==> config.mk <==
export PLATFORM = sky130hd
export DESIGN_NAME = idct_product_accumulator
export DESIGN_NICKNAME = d
export VERILOG_FILES = /design/src/rtl/idct_product_accumulator.sv
export SDC_FILE = /design/constraint.sdc
export NUM_CORES = 1
export LEC_CHECK = 0
export BUFFER_PORTS_ARGS = -buffer_cell sky130_fd_sc_hd__buf_2
export CORE_MARGIN = 2
export CORE_UTILIZATION = 58
export CTS_CLUSTER_SIZE = 30
export DETAILED_ROUTE_END_ITERATION = 6
export PLACE_DENSITY = 0.91
export SKIP_LAST_GASP = 1
export SYNTH_ARGS = -nofsm -noshare
export SYNTH_HDL_FRONTEND = slang
export SYNTH_SLANG_ARGS = --single-unit
==> constraint.sdc <==
create_clock -name clk -period 5.7 [get_ports clk]
set_clock_uncertainty 0.05 [all_clocks]
set_input_delay 0.285 -clock clk [delete_from_list [all_inputs] [get_ports clk]]
set_output_delay 0.285 -clock clk [all_outputs]
set_load 0.01 [all_outputs]
==> src/rtl/idct_product_accumulator.sv <==
// Sums TERMS signed products per IDCT coefficient, then rounds, shifts and saturates
// the sum and hands it out on a valid/ready port indexed within the 8x8 block.
module idct_product_accumulator #(
    parameter int P_BITWIDTH   = 32,
    parameter int ACC_BITWIDTH = 36,
    parameter int OUT_BITWIDTH = 16,
    parameter int TERMS        = 8,
    parameter int SHIFT_ROW    = 11,
    parameter int SHIFT_COL    = 14
) (
    input  logic                           clk,
    input  logic                           rstP,
    input  logic signed [P_BITWIDTH-1:0]   p,
    input  logic                           p_valid,
    output logic                           p_ready,
    input  logic                           pass,
    input  logic                           flush,
    output logic signed [OUT_BITWIDTH-1:0] y,
    output logic                           y_valid,
    input  logic                           y_ready,
    output logic [5:0]                     y_index,
    output logic                           block_done,
    output logic                           sat_flag
);

    localparam int CNT_W = (TERMS > 1) ? $clog2(TERMS) : 1;
    localparam logic [CNT_W-1:0] LAST_TERM = CNT_W'(TERMS - 1);
    localparam logic signed [ACC_BITWIDTH:0] OUT_MAX =
        (ACC_BITWIDTH + 1)'((2 ** (OUT_BITWIDTH - 1)) - 1);
    localparam logic signed [ACC_BITWIDTH:0] OUT_MIN = -OUT_MAX - 1;

    typedef enum logic [1:0] {ACCUM, ROUND, HOLD} state_t;

    state_t                          state;
    logic [CNT_W-1:0]                term_cnt;
    logic signed [ACC_BITWIDTH-1:0]  acc;
    logic                            pass_q;
    logic signed [ACC_BITWIDTH-1:0]  p_ext;
    logic signed [ACC_BITWIDTH:0]    rounded;

    // One extra bit so adding the rounding bias can never wrap.
    function automatic logic signed [ACC_BITWIDTH:0] round_shift(
        input logic signed [ACC_BITWIDTH-1:0] a,
        input logic                           col
    );
        logic signed [ACC_BITWIDTH:0] wide;
        logic signed [ACC_BITWIDTH:0] bias;
        int s;
        s    = col ? SHIFT_COL : SHIFT_ROW;
        bias = (ACC_BITWIDTH + 1)'(1) << (s - 1);
        wide = {a[ACC_BITWIDTH-1], a};
        return (wide + bias) >>> s;
    endfunction

    function automatic logic is_clipped(input logic signed [ACC_BITWIDTH:0] r);
        return (r > OUT_MAX) || (r < OUT_MIN);
    endfunction

    function automatic logic signed [OUT_BITWIDTH-1:0] saturate(
        input logic signed [ACC_BITWIDTH:0] r
    );
        if (r > OUT_MAX)
            return OUT_MAX[OUT_BITWIDTH-1:0];
        else if (r < OUT_MIN)
            return OUT_MIN[OUT_BITWIDTH-1:0];
        else
            return r[OUT_BITWIDTH-1:0];
    endfunction

    assign p_ext   = {{(ACC_BITWIDTH - P_BITWIDTH){p[P_BITWIDTH-1]}}, p};
    assign rounded = round_shift(acc, pass_q);
    assign p_ready = (state == ACCUM) && !flush;

    always_ff @(posedge clk) begin
        if (rstP) begin
            state      <= ACCUM;
            term_cnt   <= '0;
            acc        <= '0;
            pass_q     <= 1'b0;
            y          <= '0;
            y_valid    <= 1'b0;
            y_index    <= '0;
            block_done <= 1'b0;
            sat_flag   <= 1'b0;
        end else begin
            block_done <= 1'b0;
            // flush wins over every state, including a same-cycle y handshake.
            if (flush) begin
                state    <= ACCUM;
                term_cnt <= '0;
                y_valid  <= 1'b0;
            end else begin
                case (state)
                    ACCUM: begin
                        if (p_valid) begin
                            if (term_cnt == '0) begin
                                acc    <= p_ext;
                                pass_q <= pass;
                            end else begin
                                acc <= acc + p_ext;
                            end
                            if (term_cnt == LAST_TERM) begin
                                term_cnt <= '0;
                                state    <= ROUND;
                            end else begin
                                term_cnt <= CNT_W'(term_cnt + 1'b1);
                            end
                        end
                    end
                    ROUND: begin
                        y       <= saturate(rounded);
                        y_valid <= 1'b1;
                        if (is_clipped(rounded))
                            sat_flag <= 1'b1;
                        state <= HOLD;
                    end
                    HOLD: begin
                        if (y_ready) begin
                            y_valid <= 1'b0;
                            y_index <= 6'(y_index + 1'b1);
                            if (y_index == 6'd63)
                                block_done <= 1'b1;
                            state <= ACCUM;
                        end
                    end
                    default: state <= ACCUM;
                endcase
            end
        end
    end

endmodule
After elaboration in Yosys (flattened, before gate mapping) --
Cells that the tools add are included.
Word-level totals: register bits 67, input bits 38, word-level logic and storage cells 56
Cells by class: add/subtract/negate cells 5, magnitude comparators 2, equality and inequality tests 7, shift-type cells 2, mux-type cells 12, bitwise logic cells 3, reductions and logical operators 16
Operators by type and width (number):
- $add 36x37->37 | 1
- $gt 37x16->1 const B | 1
- $lt 37x16->1 const B | 1
- $shl 1x32->37 const A | 1
- $sshr 37x4->37 | 1
- $add 36x32->36 | 1
- $mux 36 | 1
- $mux 16 | 2
- $reduce_and 3->1 | 4
- $add 6x1->6 const B | 1
- $eq 6x6->1 const B | 1
- $mux 2 | 3
- $mux 3 | 2
- $pmux 2 s3 | 1
- $reduce_and 2->1 | 3
- $sub 4x1->5 const B | 1
- $ne 2x2->1 const B | 2
- $reduce_and 4->1 | 1
- $reduce_or 4->1 | 1
- $add 3x1->3 const B | 1
- $eq 3x3->1 const B | 1
- $logic_not 3->1 | 1
- $not 1->1 | 3
- $eq 2x1->1 const B | 1
- 10 further kinds | 11

Depth between registers and ports, before layout --
Gate-level depths: netlist of the first run.
word-level depth 8, mapped depth 13, depth with buffers taken out 13

Worst setup path after synthesis of the first run --
No wires, ideal clock.
kind reg-to-reg, start reg acc[0], end reg acc[34], setup time 0.103 ns, arrival time 2.766 ns, required time 5.547 ns, path slack 2.781 ns, stages on the path, launching flop included 14, buffers on the path 0, period minus slack after synthesis 2.919 ns, cells stage by stage dfxtp_1 ha_1 inv_1 fa_1 and2b_1 o31a_2 o21ai_2 o31ai_2 a311oi_1 o21a_1 a211o_1 o221ai_2 xnor2_1 a2111oi_2
Between the ends: cells in the longest elaborated chain, start to end 2
RTL lines:
- start, declared | line 36 | logic signed [ACC_BITWIDTH-1:0] acc;
- start signal, assigned | line 97 | acc <= p_ext;
- start signal, assigned | line 100 | acc <= acc + p_ext;
- $add 36x32->36 | line 100
- $mux 36 | line 96 | if (term_cnt == '0) begin
Every way passes these cells. A chain may end at the register's enable or synchronous reset.

Worst setup path in the final report of the first run --
start reg pass_q, end reg y[5]
Between the ends: cells in the longest elaborated chain, start to end 8, elaborated cells between the ends (all ways) 9, classes of those cells add/sub: 2; order compare: 2; shift: 2; mux: 3
RTL lines:
- start, declared | line 37 | logic pass_q;
- start signal, assigned | line 98 | pass_q <= pass;
- $mux 3 (*) | line 49 | s = col ? SHIFT_COL : SHIFT_ROW;
- $sub 4x1->5 | line 50 | bias = (ACC_BITWIDTH + 1)'(1) << (s - 1);
- $shl 1x32->37 | line 50
- $add 36x37->37 | line 52 | return (wide + bias) >>> s;
- $sshr 37x4->37 (*) | line 52
- $lt 37x16->1 | line 64 | else if (r < OUT_MIN)
- $mux 16 | line 64
- $mux 16 (*) | line 62 | if (r > OUT_MAX)
- end signal, assigned | line 111 | y <= saturate(rounded);
- end, declared | line 18 | output logic signed [OUT_BITWIDTH-1:0] y,
Every way passes the cells marked *; elsewhere a longest branch is shown, timed or not.

==> summary.md, run 1 <==
| Metric | Value |
|---|---|
| Run status | completed |
| Max VDD drop | between 0.0001 and 0.00015 V |
| Post-synth EDFFs | 0 |
| Mean post-synth cell area | between 7 and 8 um2 |
| Minimum clock period | roughly 3.5 ns |
| Psw | between 0.4 and 0.5 mW |
| Synth top cells by count | nor2_1, nand2_1, dfxtp_1 |
| Sw Ratio | about a third |
| WS Path Type | reg -> reg |
| First-pass GRT wire length | approximately 24000 um |
| Remaining DRCs | 0 |
| Average vias per placed instance | ~6.3 |
| Final Hold Vio Count | 0 |
| Most area-consuming cells after synthesis | dfxtp_1, ha_1, nor2_1, a21oi_1, nand2_1 |
| Final setup vio count | 0 |
| Max Transition Viols Final | 0 |
| Hold_buf cts | 0 |
| CTS Buf Count | 9 |
| Worst slew margin | between 40% and 50% |
| Area grow syn2layout | 10.5% |
| Share of the synthesized area in the top cell type | about a quarter |
| Measured slew at the worst slew-check pin | ~0.77 ns |
| Maxcap violations | 0 |
| Fill cells | a little under 800 |
| Synth cell types | 70 |
| Top-Level Pins | 64 |
| Flop-to-flop setup slack | between 2 and 2.5 ns |
| Gr usage total | between 20% and 30% |
| Core Box Area | between 9000 and 10000 um2 |
| Synthesized area | approximately 5500 um2 |
| Total grt overflow | 0 |
| Setup tns final | 0 ns |
| Post-synth top area cell | dfxtp_1 |
| N_diodes | 0 |
| DRT Wirelength | 14200 um |
| Skew-Pair Late Insertion Delay | roughly 0.36 ns |
| Root Buffer Master | clkbuf_8 |
| First-pass DRT Iterations | 6 |
| Largest net degree at the start of global routing | 56 |
| Initial antenna violation count | 0 |
| Crit-path max FO | 22 |
| Synth async-reset ratio | 0% |
| PortBufs | 63 |
| Starting density of the core | around three fifths |
| Post-synthesis sequential area ratio | 24.6% |
| Yosys warnings | 0 |
| DP Wirelength | just over 10000 um |
| Critical Path Start Type | flop |
| Final antenna-violating net count | 0 |
| Fmax | between 200 and 300 MHz |
| Die W | around 100 um |
| Setup crit end kind | flop |
| Comb pwr share | ~26% |
| Syn Inst Count | around 720 |
| Clk buf depth | 2 |
| Gp weighted congestion | 0.934 |
| PD cells | roughly 210 nW/um2 |
| Ys flop type | dfxtp_1 |
| CTS clk-pin slew, worst paths | 0.07 ns |
| Syn Nets | between 800 and 900 |
| WP data required | between 5 and 6 ns |
| WL/cell | about 16 um |
| #FFs+latches synth | 67 |
| Leading cell type by number of instances after synthesis | nor2_1 |
| Power Internal | 0.844 mW |
| Pleak | ~2.5 nW |
| Number of global-route vias before repair | 5282 |
| Register area | roughly 1300 um2 |
| Worst EP arrival | between 3 and 4 ns |
| H-tree depth | 3 |
| Reg power frac | between 40% and 50% |
| CTS tree | yes |
| Clock sinks | 67 |
| HP Class | in -> reg |
| RSZ-0062 raised after global routing | false |
| Die area | around 10000 um2 |
| Final net count | 850 |
| Share of cells above drive strength 1 | 14.0% |
| Die height | about 100 um |
| WHS | around 0.13 ns |
| Initial DRC Count | 575 |
| Cell Rows | 35 |
| CTS resizes | 0 |
| # Post-CTS Setup Buffers | 0 |
| Clock share of power | about 33% |
| Dpl ws | 2.30 ns |
| Multi-input logic area | between 3000 and 4000 um2 |
| Setup slack after layout | about 2.2 ns |
| Final worst-path cycle share | 61.0% |
| Total number of vias | about 5600 |
-- power groups by stage --
stage	clock network [mW]	registers, mW	logic, mW
global placement	0	0.525	0.304
global route	0.444	0.520	0.363
finish	0.418	0.517	0.324
floorplan	0	0.513	0.251
CTS	0.419	0.516	0.319
detailed placement	0	0.526	0.317
-- worst paths after layout --
kind | from | end | cells after the start
worst max-delay path | pass_q | y[5] | 9
worst min-delay path | pass | pass_q | 3
worst max register to register | pass_q | y[5] | 9
worst min register to register | sat_flag | sat_flag | 2
-- sequential cells by signal, summed over array words and instances (netlist names) --
| signal | count |
|---|---|
| acc | 36 |
| y | 16 |
| y_index | 6 |
| term_cnt | 3 |
| state | 2 |
| block_done | 1 |
| pass_q | 1 |
| sat_flag | 1 |
| y_valid | 1 |
-- metal layers --
metal  vias up  wire length [um]  GRT usage (%)
li1       2748                 -              -
met1      2529              6260           38.9
met2       259              6480           46.4
met3        28              1150           4.72
met4         0               284           12.6
met5         -                 0              0
-- through the flow --
stage                     total power [mW]  util [%]  cell area, um2  instances
after floorplan                      0.764         -            5450        724
after global placement               0.829      63.3            5830        870
after detailed placement             0.843      63.3            5830        870
after CTS                             1.25      65.5            6030        885
after global routing                  1.33      65.5            6030        885
final                                 1.26      65.5            6030        885
-- kinds of logic after synthesis --
logic type / count (synthesis) / synth area share (%)
buffers and inverters: 48 / 3.33
adders and majority gates: 42 / 9.77
xor gates and xnor gates: 48 / 7.71
muxes: 11 / 2.04
and+or+nand+nor: 299 / 26.3
DFF: 67 / 24.6
AOI/OAI and AO/OA: 209 / 26.2
-- cells in the final DEF (no fill, tap or decap), drive strengths merged, types with 23 or more instances in the layout --
cell type,count
xnor2,26
ha,41
nand3,23
a21oi,62
nor3,26
dfxtp,67
buf,68
o21ai,40
nor2,91
nand2,83
-- cell type report --
class	instances	share of cell area [%]
Timing Repair Buffer	68	5.85
Multi-Input combinational cell	609	65.3
Clock inverter	4	0.830
Tap cell	111	2.30
Inverter	15	0.934
Sequential cell	67	22.3
Clock buffer	11	2.51
-- worst max-delay path, cell delays in order, from the launching register on --
cell,delay (ns)
dfxtp_1,0.77
ha_1,0.43
a41oi_2,0.37
nor3_2,0.15
nor4b_1,0.30
o21ai_1,0.12
a21boi_0,0.19
a31o_2,0.24
nor2b_1,0.54
a221o_1,0.25
No activity file was read; power rests on OpenSTA's default activity.
==> run 2: changes to the inputs <==
--- a/config.mk
+++ b/config.mk
@@ -5,12 +5,13 @@
 export SDC_FILE = /design/constraint.sdc
 export NUM_CORES = 1
 export LEC_CHECK = 0
+export ABC_AREA = 1
 export BUFFER_PORTS_ARGS = -buffer_cell sky130_fd_sc_hd__buf_2
 export CORE_MARGIN = 2
-export CORE_UTILIZATION = 58
+export CORE_UTILIZATION = 55
 export CTS_CLUSTER_SIZE = 30
 export DETAILED_ROUTE_END_ITERATION = 6
-export PLACE_DENSITY = 0.91
+export PLACE_DENSITY = 0.9
 export SKIP_LAST_GASP = 1
 export SYNTH_ARGS = -nofsm -noshare
 export SYNTH_HDL_FRONTEND = slang
==> constraint.sdc (replaced) <==
create_clock -name clk -period 3.1 [get_ports clk]
set_clock_uncertainty 0.05 [all_clocks]
set_input_delay 0.155 -clock clk [delete_from_list [all_inputs] [get_ports clk]]
set_output_delay 0.155 -clock clk [all_outputs]
set_load 0.01 [all_outputs]
==> run 2 against run 1 <==
Compared with the run above: wire length up 27%; clock-buffer cell count down 2; synthesized cell count is 44% higher; worst hold slack worse by 0.094 ns; fmax up 32%; die area increased by 21%; largest power group is now clock; highest routed layer unchanged.
==> summary.md, run 2 <==
| Metric | Value |
|---|---|
| Total number of vias | 7040 |
| Largest net degree at the start of global routing | 49 |
| Measured slew at the worst slew-check pin | about 1.0 ns |
| Maxcap violations | 0 |
| Most area-consuming cells after synthesis | dfxtp_1, nand2_1, nor2_1, a21oi_1, ha_1 |
| Root Buffer Master | clkbuf_16 |
| Final worst-path cycle share | a little over four fifths |
| Most frequent cells in the layout | nand2_1, nor2_1, a21oi_1, o21ai_0, inv_1 |
| CTS clk-pin slew, worst paths | around 0.06 ns |
| # Post-CTS Setup Buffers | 0 |
| Top-Level Pins | 64 |
| Flop-to-flop setup slack | between 0.4 and 0.5 ns |
| WP data required | 3.25 ns |
| WL/cell | between 10 and 15 um |
| Remaining DRCs | 0 |
| Core Box Area | approximately 11000 um2 |
| Worst Hold End | state[1] |
| Biggest regs | acc x36, y x16, y_index x6 |
| Critical Path Start Type | flop |
| Setup crit end kind | flop |
| Synth top cells by count | nand2_1, nor2_1, a21oi_1 |
| First-pass DRT Iterations | 5 |
| Final net count | between 1000 and 1500 |
| Synth async-reset ratio | 0% |
| Mean post-synth cell area | approximately 6 um2 |
| Max VDD drop | ~0.00041 V |
| Total grt overflow | 0 |
| RSZ-0062 raised after global routing | false |
| Post-synth top area cell | dfxtp_1 |
| Fill cells | ~1100 |
| Worst reg2reg path depth | 16 |
| Gp weighted congestion | approximately 1.0 |
| Yosys warnings | 0 |
| Pleak | roughly 3.2 nW |
| Gr usage total | between 20% and 30% |
| Average vias per placed instance | around 5.7 |
| WHS | just under 0.04 ns |
| Area grow syn2layout | 11.2% |
| Die area | about 12000 um2 |
| Die W | between 100 and 150 um |
| #FFs+latches synth | 67 |
| R2R Path Start | acc[0] |
| Final antenna-violating net count | 0 |
| Starting density of the core | a little under three fifths |
| Register area | 1340 um2 |
| Worst slew margin | a little under a third |
| CTS Buf Count | 9 |
| HP Class | in -> reg |
| Hold depth | 3 |
| Ys flop type | dfxtp_1 |
| DP Wirelength | 13800 um |
| Biggest register | acc |
| Final setup vio count | 0 |
| Run status | completed |
| Minimum clock period | 2.63 ns |
| Largest register FFs | 36 |
| Syn Nets | 1126 |
| Max Transition Viols Final | 0 |
| CTS tree | yes |
| Hold wc startpoint | y_ready |
| Number of global-route vias before repair | 6618 |
| Die height | approximately 110 um |
| N_diodes | 0 |
| CTS resizes | 0 |
| WS Path Type | reg -> reg |
| Commonest non-fill, non-tap cell in the layout | nand2_1 |
| Final Hold Vio Count | 0 |
| Synth cell types | 41 |
| Worst EP arrival | about 2.8 ns |
| FF-to-FF End | acc[30] |
| Leading cell type by number of instances after synthesis | nand2_1 |
| Skew-Pair Late Insertion Delay | 0.34 ns |
| Hold_buf cts | 0 |
| PortBufs | 63 |
| H-tree depth | 3 |
| First-pass GRT wire length | a little over 30000 um |
| Share of cells above drive strength 1 | 12.8% |
| DRT Wirelength | roughly 18000 um |
| Total design power | about 2.7 mW |
| Fmax | approximately 380 MHz |
| Layout Utilization | slightly above 60% |
| PD cells | 387 nW/um2 |
| Syn Inst Count | about 1000 |
| Crit-path max FO | 5 |
| Clk buf depth | 2 |
| Synthesized area | about 6300 um2 |
| Post-synthesis sequential area ratio | 21.3% |
| Layout Cells excl Fill | roughly 1200 |
| Initial DRC Count | 505 |
| Initial antenna violation count | 0 |
| Clock sinks | 67 |
| Share of the synthesized area in the top cell type | a little over a fifth |
| Cell Rows | 39 |
| Post-synth EDFFs | 0 |
| Multi-input logic area | around 4500 um2 |
| Placed Cells incl. Taps | ~1200 |
| Setup tns final | 0 ns |
## run 2: changes by cell type in the layout (fill, tap and decap cells not counted), sizes merged, moves of 44 or more
cell | previous run | this run
nor2 | 91 | 176
o21ai | 40 | 84
a21oi | 62 | 106
inv | 14 | 81
nand2 | 83 | 291
nand3 | 23 | 71
## run 2: layer usage
layer	GRT usage [%]	vias to the layer above	part of all wire (%)
met3	5.08	53	7.0
met1	39.4	3132	44
met5	0	-	0
met2	49.1	276	45
li1	-	3579	-
met4	11.8	0	3.6
## run 2: cells by family (layout without fill, tap and decap cells)
logic type      Yosys count  in the layout  synth area share (%)
simple gates            567            567                  38.8
fa+ha+maj                42             42                  8.46
buf+inv                 106            163                  6.95
xor+xnor                 31             31                  4.31
flops                    67             67                  21.3
compound gates          233            233                  20.2
## run 2: power by group
part | switching [mW] | leakage (nW) | internal [mW]
Clock | 0.436 | 0.145 | 0.637
Combinational | 0.453 | 2.46 | 0.245
Sequential | 0.0476 | 0.546 | 0.894
Total | 0.937 | 3.15 | 1.78
## run 2: how the worst max path moves through the flow
stage | startpoint | endpoint | slack, ns | cells past startpoint
floorplan | pass_q | y[0] | 0.85 | 20
global placement | acc[0] | acc[30] | 0.53 | 16
detailed placement | acc[0] | acc[30] | 0.55 | 16
CTS | acc[0] | acc[30] | 0.51 | 16
global route | acc[0] | acc[30] | 0.24 | 16
finish | acc[0] | acc[30] | 0.47 | 16
## run 2: final cells by class
cell class	count	area share (%)
Multi-Input combinational cell	873	64.5
Sequential cell	67	19.2
Timing Repair Buffer	69	5.15
Inverter	78	4.22
Clock buffer	9	3.22
Tap cell	143	2.56
Clock inverter	7	1.18
## run 2: critical path, cell delays in order, from the launching register on
cell,delay (ns)
dfxtp_1,0.34
ha_1,0.24
inv_1,0.08
fa_1,0.36
inv_1,0.13
nand3_1,0.09
nand2_1,0.16
nand2_1,0.07
nand2_1,0.11
nand2_1,0.06
nand2_1,0.10
a21o_1,0.21
nand2_1,0.07
nand2_1,0.11
nor2_1,0.05
o21ai_0,0.19
a21oi_1,0.08
## run 2: per-stage QoR
stage,cell area (um2),worst slack [ns]
final,7000,0.471
after global placement,6690,0.527
after global routing,7000,0.244
after detailed placement,6690,0.545
after floorplan,6300,0.846
after CTS,7000,0.514
==> run 3: changes to the inputs <==
--- a/config.mk
+++ b/config.mk
@@ -5,10 +5,10 @@
 export SDC_FILE = /design/constraint.sdc
 export NUM_CORES = 1
 export LEC_CHECK = 0
-export ABC_AREA = 1
+export ABC_AREA = 0
 export BUFFER_PORTS_ARGS = -buffer_cell sky130_fd_sc_hd__buf_2
 export CORE_MARGIN = 2
-export CORE_UTILIZATION = 55
+export CORE_UTILIZATION = 54
 export CTS_CLUSTER_SIZE = 30
 export DETAILED_ROUTE_END_ITERATION = 6
 export PLACE_DENSITY = 0.9
==> constraint.sdc (replaced) <==
create_clock -name clk -period 2.4 [get_ports clk]
set_clock_uncertainty 0.05 [all_clocks]
set_input_delay 0.12 -clock clk [delete_from_list [all_inputs] [get_ports clk]]
set_output_delay 0.12 -clock clk [all_outputs]
set_load 0.01 [all_outputs]
==> run 3 against run 2 <==
Compared with the run above: via count grew 0.50%; clock power is essentially flat; sequential power grew 28%; first-iteration DRC count grew 94%; power grew 29%; fmax shrank 17%; core utilization grew 16 points; highest routed layer unchanged; final cell count shrank 16%; clock-buffer cell count grew 3; the run now ends with design-rule violations, negative hold slack, negative setup slack left; worst hold slack lost 0.043 ns; combinational power grew 81%; wire length grew 24%.
==> summary.md, run 3 (synthesized netlist as in run 1, its figures left out) <==
| Metric | Value |
|---|---|
| HP Class | in -> reg |
| Crit-path cells | ha_4 -> inv_2 -> fa_2 -> and2b_1 -> o31a_2 -> o21ai_2 -> o31ai_2 -> a311oi_1 -> o21a_1 -> a211o_1 -> o221ai_2 -> xnor2_1 -> a2111oi_2 |
| Gr usage total | around a third |
| WL/cell | around 21 um |
| CP max stage delay | about 0.4 ns |
| Setup slack after layout | -0.771 ns |
| Total number of vias | roughly 7000 |
| Fmax | roughly 320 MHz |
| Max VDD drop | around 0.00028 V |
| N_diodes | 0 |
| CTS Buf Count | 9 |
| Top-Level Pins | 64 |
| Initial DRC Count | 981 |
| Clock sinks | 67 |
| Critical Path Start Type | flop |
| DRT Wirelength | about 22000 um |
| Flop-to-flop setup slack | -0.77 ns |
| Met1 Usage GRT | 41.2% |
| Pleak | around 3.3 nW |
| Skew-Pair Late Insertion Delay | 0.37 ns |
| Max Transition Viols Final | 0 |
| Root Buffer Master | clkbuf_8 |
| Sw Ratio | roughly a third |
| Worst EP arrival | roughly 3.4 ns |
| Busiest grt layer | met2 |
| Worst slew margin | about half |
| Final antenna-violating net count | 0 |
| WS Path Type | reg -> reg |
| Buf/Inv on CP | 1 |
| Register area | 1360 um2 |
| Total grt overflow | 0 |
| Power Internal | between 2 and 2.5 mW |
| Starting density of the core | a little under three fifths |
| Run status | finished with violations |
| CTS tree | yes |
| Failing checks | design-rule violations, negative hold slack, negative setup slack |
| Largest net degree at the start of global routing | between 40 and 50 |
| Die W | around 100 um |
| Number of global-route vias before repair | around 6700 |
| Commonest non-fill, non-tap cell in the layout | buf_4 |
| Fill cells | around 600 |
| Final setup vio count | between 40 and 50 |
| Remaining DRCs | 17 |
| Measured slew at the worst slew-check pin | roughly 0.76 ns |
| WHS | -0.00400 ns |
| Minimum clock period | 3.17 ns |
| DP Area | 6850 um2 |
| Final worst-path cycle share | 132% |
| Reg power frac | between 30 and 40% |
| PD cells | ~460 nW/um2 |
| Setup crit end kind | flop |
| Family with the most delay on the worst path | compound AO/OA/AOI/OAI gates |
| First-pass DRT Iterations | 7 |
| Share of cells above drive strength 1 | between 30 and 40% |
| Die area | approximately 11000 um2 |
| Crit path launch | acc[0] |
| Final net count | approximately 990 |
| Cell Rows | 36 |
| M2 GR Usage | a little under 60% |
| Biggest regs | acc x36, y x16, y_index x6 |
| Setup tns final | -19.36 ns |
| R2R Path Start | acc[0] |
| Average vias per placed instance | between 6 and 7 |
| First-pass GRT wire length | 31500 um |
| Multi-input logic area | about 4400 um2 |
| Psw | between 1 and 1.5 mW |
| H-tree depth | 3 |
| Clock share of power | ~30% |
| Core Box Area | 9770 um2 |
| Worst reg2reg path depth | 13 |
| Clk buf depth | 2 |
| CTS clk-pin slew, worst paths | approximately 0.08 ns |
| Final Hold Vio Count | 1 |
| WP depth | 13 |
| End of the critical path | acc[34] |
| Comb pwr share | between 30% and 40% |
| Design area | approximately 7600 um2 |
| RSZ-0062 raised after global routing | true |
| Initial antenna violation count | 0 |
| Layout Utilization | around 80% |
| Biggest register | acc |
| DP Wirelength | 12200 um |
| Area grow syn2layout | 39.5% |
| Most frequent cells in the layout | buf_4, nor2_1, nand2_1, buf_2, dfxtp_1 |
| WP data required | about 2.6 ns |
| Die height | ~100 um |
| GR Util met3 | between 7 and 8% |
| Critical-path top delay cell | a311oi_1 |
| Gp weighted congestion | about 0.92 |
| Maxcap violations | 0 |
| Crit-path max FO | 4 |
| FF-to-FF End | acc[34] |
| Largest register FFs | 36 |
| PortBufs | 63 |
run 3: cell types whose count changed in the layout (fill, tap and decap cells not counted), moves of 20 or more:
cell / before / now
nand3_1: 69 / 20
nand2_1: 273 / 80
nor2_2: 22 / 2
nor2_1: 150 / 86
o21ai_0: 81 / 30
a21oi_1: 106 / 49
buf_4: 6 / 126
inv_1: 73 / 13
run 3: power groups by stage:
stage               Clock (mW)  Combinational, mW  Sequential (mW)
floorplan                    0              0.627             1.22
global placement             0              0.967             1.22
detailed placement           0               1.01             1.22
CTS                       1.02               1.09             1.20
global route              1.07               1.32             1.21
finish                    1.04               1.26             1.20
run 3: timing repair:
| action | in CTS | in global routing |
|---|---|---|
| hold endpoints to repair | 9 | 0 |
| setup buffers | 14 | 10 |
| resized for setup | 41 | 32 |
| endpoints found under the setup margin | 41 | 43 |
| pin swaps | 21 | 22 |
| hold buffers | 9 | 0 |
run 3: stage by stage:
stage	std cells	hold slack [ns]	setup WS, ns	total power, mW
6_report	1044	-0.00400	-0.771	3.50
5_1_grt	1044	0.0161	-0.919	3.60
4_1_cts	1036	0.000914	-0.652	3.30
3_5_place_dp	1000	0.347	-0.658	2.23
3_3_place_gp	1000	0.338	-0.552	2.18
2_1_floorplan	724	0.210	-0.447	1.85
run 3: per-layer routing:
| metal | wire, um | vias to the layer above |
|---|---|---|
| met5 | 0 | - |
| met4 | 1890 | 0 |
| met3 | 2570 | 227 |
| met2 | 10100 | 620 |
| met1 | 7770 | 3213 |
| li1 | - | 3015 |
run 3: layout make-up:
class	instances	share of cell area [%]
inverter	15	0.740
tap	133	2.19
multi-input combinational	609	57.5
sequential	67	17.9
clock buffer	12	2.17
timing repair buffer	206	19.1
clock inverter	2	0.461
run 3: worst reg2reg max path, stage by stage, from the launching register on:
cell       delay, ns
dfxtp_2         0.34
ha_4            0.15
inv_2           0.05
fa_2            0.18
and2b_1         0.21
o31a_2          0.33
o21ai_2         0.19
o31ai_2         0.09
a311oi_1        0.39
o21a_1          0.25
a211o_1         0.23
o221ai_2        0.14
xnor2_1         0.16
a2111oi_2       0.34
run 3: worst min-delay path by stage:
stage	slack, ns	from	end	cells past startpoint
floorplan	0.21	pass	pass_q	2
global placement	0.34	pass	pass_q	3
detailed placement	0.35	pass	pass_q	3
CTS	0.0009	p[7]	acc[7]	3
global route	0.02	rstP	y[10]	2
finish	-0.004	rstP	y[4]	2
